==> config.mk <==
export PLATFORM = sky130hd
export DESIGN_NAME = bus_packer
export DESIGN_NICKNAME = d
export VERILOG_FILES = /design/src/rtl/bus_packer_pkg.sv /design/src/rtl/bus_packer.sv
export SDC_FILE = /design/constraint.sdc
export NUM_CORES = 1
export LEC_CHECK = 0
export ABC_CLOCK_PERIOD_IN_PS = 1700
export CORE_MARGIN = 5
export CORE_UTILIZATION = 40
export CTS_CLUSTER_SIZE = 16
export DETAILED_ROUTE_END_ITERATION = 10
export PLACE_DENSITY = 0.67
export SYNTH_ARGS = -nofsm -noshare
export SYNTH_HDL_FRONTEND = slang
export SYNTH_SLANG_ARGS = --single-unit
==> constraint.sdc <==
create_clock -name clk -period 1.7 [get_ports clk]
set_input_delay 0.34 -clock clk [delete_from_list [all_inputs] [get_ports clk]]
set_output_delay 0.34 -clock clk [all_outputs]
set_load 0.005 [all_outputs]
==> src/rtl/bus_packer_pkg.sv <==
// bus_packer_pkg: shared state encoding and default bus geometry for bus_packer.
package bus_packer_pkg;

  localparam int DEFAULT_BUS_SIZE  = 16;
  localparam int DEFAULT_WORD_SIZE = 4;

  typedef enum logic [1:0] {
    IDLE = 2'd0,
    FILL = 2'd1,
    SEND = 2'd2
  } state_t;

endpackage

==> src/rtl/bus_packer.sv <==
// bus_packer: packs WORD_SIZE-bit words LSB-first into a registered BUS_SIZE-bit bus.
// Optional feature: define BUS_PACKER_PARITY_EN to add a registered even-parity output.
module bus_packer
  import bus_packer_pkg::*;
#(
  parameter int BUS_SIZE  = DEFAULT_BUS_SIZE,
  parameter int WORD_SIZE = DEFAULT_WORD_SIZE,
  parameter int WORD_NUM  = BUS_SIZE / WORD_SIZE
) (
  input  logic                 clk,
  input  logic                 reset,
  input  logic [WORD_SIZE-1:0] data_in,
  input  logic                 valid_in,
  input  logic                 flush,
  input  logic                 out_ready,
  output logic                 in_ready,
  output logic [BUS_SIZE-1:0]  data_bus,
  output logic [WORD_NUM-1:0]  control_out,
  output logic                 bus_valid,
  output logic                 error
`ifdef BUS_PACKER_PARITY_EN
  ,
  output logic                 parity_out
`endif
);

  localparam int CW = $clog2(WORD_NUM + 1);

  state_t              state, state_next;
  logic [CW-1:0]       cnt, cnt_next;
  logic [BUS_SIZE-1:0] bus_next;
  logic [WORD_NUM-1:0] ctrl_next;
  logic                accept;

  assign in_ready  = (state != SEND);
  assign bus_valid = (state == SEND);
  assign accept    = valid_in && in_ready;

  // The bus register doubles as the fill buffer; a new bus starts from all-zero slots.
  always_comb begin
    state_next = state;
    cnt_next   = cnt;
    bus_next   = data_bus;
    ctrl_next  = control_out;
    case (state)
      IDLE, FILL: begin
        if (accept) begin
          if (state == IDLE) begin
            bus_next  = '0;
            ctrl_next = '0;
          end
          for (int k = 0; k < WORD_NUM; k++) begin
            if (cnt == CW'(k)) begin
              bus_next[k*WORD_SIZE +: WORD_SIZE] = data_in;
              ctrl_next[k] = 1'b1;
            end
          end
          cnt_next = cnt + CW'(1);
        end
        if (accept && (cnt_next == CW'(WORD_NUM))) begin
          state_next = SEND;
        end else if (flush && (accept || (state == FILL))) begin
          state_next = SEND;
        end else if (accept) begin
          state_next = FILL;
        end
      end
      SEND: begin
        if (out_ready) begin
          state_next = IDLE;
          cnt_next   = '0;
          ctrl_next  = '0;
        end
      end
      default: begin
        state_next = IDLE;
        cnt_next   = '0;
        ctrl_next  = '0;
      end
    endcase
  end

  always_ff @(posedge clk) begin
    if (reset) begin
      state       <= IDLE;
      cnt         <= '0;
      data_bus    <= '0;
      control_out <= '0;
      error       <= 1'b0;
    end else begin
      state       <= state_next;
      cnt         <= cnt_next;
      data_bus    <= bus_next;
      control_out <= ctrl_next;
      error       <= error | (valid_in & ~in_ready);
    end
  end

`ifdef BUS_PACKER_PARITY_EN
  // Parity tracks the value being loaded so it lands on the same edge as data_bus.
  always_ff @(posedge clk) begin
    if (reset) begin
      parity_out <= 1'b0;
    end else begin
      parity_out <= ^bus_next;
    end
  end
`endif

endmodule

==> results.md <==
* Most frequently used cell type in the post-synthesis netlist: sky130_fd_sc_hd__dfxtp_1
* DRT antenna net count at 0
* Slew at the pin closest to its max-slew limit at 0.316 ns
* Total Routed Length at 3.07 mm
* DIE AREA at 4090 um2
* FFs w/ async S/R, synth at 0%
* Setup clock skew after layout at roughly 0.0026 ns
* Yosys reg bits at 26
* Synthesized netlist net count at between 100 and 150
* Peak supply drop at just over 0.7 mV
* Number of max-cap violations at 0
* CTS tree: done
* Hold Path Depth at 2
* Sequential cell area at ~520 um2
* Top delay family on crit path: buffers and inverters
* Largest area contributor in the netlist: sky130_fd_sc_hd__dfxtp_1
* CTS Sinks at 26
* Count of port buffers added during placement at 31
* Critical path launch point type: register
* Sum of buffers and inverters on the critical path at 1
* Instance area after placement at between 1500 and 2000 um2
* Buffer count from post-CTS setup fixing at 0
* Number of DRC markers after the initial detailed-route iteration at around 60
* Fraction of final layout cells with drive strength greater than 1 at a little over a tenth
* Final slew viol count at 0
* GR Util All Layers at 15.3%
* Final GP Congestion at approximately 0.79
* Residual DRC at 0
* Synth Instances at around 140
* Clock root buffer master: sky130_fd_sc_hd__clkbuf_4
* Achievable clock frequency at 0.624 GHz
* Routed metal-1 wirelength at ~1.4 mm
* Final global-route overflow total at 0
* Setup TNS after final layout at 0 ns
* Maximum level of the CTS H-tree at 1
* Crit path cell chain: clkdlybuf4s50_1
* Std-Cell Core Area at approximately 2800 um2
* Ys flop type: sky130_fd_sc_hd__dfxtp_1
* Remaining max-slew budget at the tightest pin at about four fifths
* Final Instance Area at 1610 um2
* First-pass GRT wire length at slightly above 5 mm
* Total iterations of the first detailed-routing run at 4
* Yosys warns at 0
* Relative contribution of sequential cells to total power at between 50% and 60%
* RSZ-0062 raised after global routing: false
* Critical Path Fanout Max at 3
* Clock transition time at the flip-flop clock pins of the worst setup and hold paths at 0.14 ns
* Tightest Hold Check Type: register to register
* Final hold violation count at 0
* Antenna violations before repair at 0
* Number of buffers added to fix hold violations after cts at 0
* Mean instance size in the synthesized netlist at roughly 8.6 um2
* Crit-path slowest cell: sky130_fd_sc_hd__clkdlybuf4s50_1
* Power spent charging and discharging nets at just over 300 uW
* Delay of the slowest critical-path stage at roughly 0.53 ns
* Inserted Clock Buffers at 3
* Final Hold Slack at around 0.48 ns
* Vias after detailed routing at roughly 1100
* Maximum number of pins on one net before global-route repair at 16
* Die X at ~64 um
* Crit Path Class: register to output pin
* Data arrival time at the worst-slack endpoint at roughly 1.3 ns
* Share of the synthesized area in the top cell type at 44.7%
* Via-per-instance ratio at approximately 5.6
* Number of synthesized flops with an enable pin at 0
* Area added between synthesis and finish at 38.1%
* Number of cells on the critical path at 1
* Final worst path period need at approximately 1.6 ns
* Layout filler cell count at roughly 280
* Worst-skew pair later-pin latency at roughly 0.33 ns
* Met3 Wirelength at roughly 170 um
* Distinct cell type count after synthesis at 27
* Final period util at roughly 94%
* Effective utilization at floorplan at a little over two fifths
* Met2 Routed Length at approximately 1.5 mm
* Row count at 19
* Deepest clock path buffer count at 2
* Final net count at around 190
* Top Layer Used: met4
* Internal cell power at between 900 and 1000 uW
* Run status: finished, final reports clean
* Avg WL per Cell at around 15 um
* Sequential share of the synthesized area at 44.7%
* Worst Setup End Kind: output pin
* Count of cells along the worst register-to-register path at 5
* Switching part of the total at roughly a quarter
* Detailed-placement wirelength estimate at around 2.3 mm
* Pwr per Cell Area at 801 nW/um2
* Die height at ~64 um
* I/O pins at 32
* Leading post-synthesis cells by cell area: sky130_fd_sc_hd__dfxtp_1 45%, sky130_fd_sc_hd__nand2_1 7.4%, sky130_fd_sc_hd__a31oi_1 5.9%, sky130_fd_sc_hd__nand3_1 5.6%, sky130_fd_sc_hd__ha_1 5.4%
* Part of the power in the clock network at between 30% and 40%
* Leakage at approximately 0.00058 uW
* Required time at the endpoint of the critical path at between 1 and 1.5 ns
* Part of the power in combinational logic at 16.0%
* Multi-input gate area in the final layout at about 600 um2
* Number of global-route vias before repair at between 1000 and 1500
* Post-synth top cells: 26 x sky130_fd_sc_hd__dfxtp_1, 23 x sky130_fd_sc_hd__nand2_1, 13 x sky130_fd_sc_hd__nand3_1, 11 x sky130_fd_sc_hd__a21oi_1, 11 x sky130_fd_sc_hd__a31oi_1
* Cell area after synthesis at approximately 1200 um2
* N_diodes at 0
* Final setup violation count at 0
-- stage by stage --
| step | total power, uW | instances | worst slack [ns] | util [%] |
|---|---|---|---|---|
| 2_1_floorplan | 764 | 135 | 0.338 | - |
| 3_3_place_gp | 865 | 200 | 0.0612 | 55.6 |
| 3_5_place_dp | 870 | 200 | 0.00924 | 55.6 |
| 4_1_cts | 1290 | 204 | 0.00493 | 57.4 |
| 5_1_grt | 1350 | 204 | 0.00180 | 57.8 |
| 6_report | 1290 | 204 | 0.0962 | 57.8 |
-- tightest hold or removal path, cell delays in order (launching register included) --
cell,delay (ns)
sky130_fd_sc_hd__dfxtp_1,0.33
sky130_fd_sc_hd__o21ai_0,0.06
sky130_fd_sc_hd__a21oi_1,0.06
-- flip-flops by register name, indices dropped and copies added (netlist names) --
register     cells
error            1
data_bus        16
state            2
cnt              3
control_out      4
-- final cells by class --
cell class / instances / share of cell area [%]
inverters: 5 / 1.17
flip-flops and latches: 26 / 32.5
clock buffers: 3 / 1.40
well taps: 31 / 2.41
multi-input cells: 98 / 37.1
clock inverters: 1 / 1.87
repair buffers: 40 / 23.6
-- path summary, 6_finish.rpt --
kind                                    start                          end  slack [ns]
setup / recovery  control_out[1]$_SDFFE_PP0P_               control_out[1]         0.1
hold / removal    control_out[0]$_SDFFE_PP0P_  control_out[0]$_SDFFE_PP0P_        0.48
setup reg to reg          cnt[0]$_SDFFE_PP0P_        state[1]$_SDFFE_PP0P_        0.17
hold reg to reg   control_out[0]$_SDFFE_PP0P_  control_out[0]$_SDFFE_PP0P_        0.48
-- timing repair --
item                                    4_1_cts  5_1_grt
gates resized for setup                       2        2
endpoints found under the setup margin        2        2
hold endpoints to repair                      0        0
-- logic make-up after synthesis --
group,Yosys count,share of synthesized area [%]
compound gates,37,19.7
fa+ha+maj,5,5.38
buf+inv,11,4.62
flops,26,44.7
simple gates,56,25.6
-- power by group through the flow --
stage	combinational (uW)	clock, uW	sequential (uW)
final	206	430	651
after detailed placement	205	0	665
after global routing	227	465	655
after global placement	203	0	663
after CTS	205	436	651
after floorplan	98.6	0	665
-- routing by layer --
layer	up-vias	global-route usage, %
met3	8	4.20
met4	0	5.19
li1	557	-
met2	33	25.1
met5	-	0
met1	538	19.1
-- layout by cell type, fill, tap and decap left out, types with 2 or more instances in the layout --
cell type                         netlist  final
sky130_fd_sc_hd__o31ai_1                2      2
sky130_fd_sc_hd__ha_1                   5      5
sky130_fd_sc_hd__nand3_1               13     13
sky130_fd_sc_hd__nor2_1                 3      3
sky130_fd_sc_hd__nand2_1               23     23
sky130_fd_sc_hd__nand2b_1               6      6
sky130_fd_sc_hd__clkdlybuf4s50_1        0     29
sky130_fd_sc_hd__a21oi_1               11     11
sky130_fd_sc_hd__a31oi_1               11     11
sky130_fd_sc_hd__clkbuf_4               0      3
sky130_fd_sc_hd__a22o_1                 4      4
sky130_fd_sc_hd__and4bb_2               2      2
sky130_fd_sc_hd__dfxtp_1               26     25
sky130_fd_sc_hd__buf_4                  3      9
sky130_fd_sc_hd__inv_1                  5      5
sky130_fd_sc_hd__o21ai_0                6      6
sky130_fd_sc_hd__nor2b_1                2      2
Power figures use the tool's default switching activity.
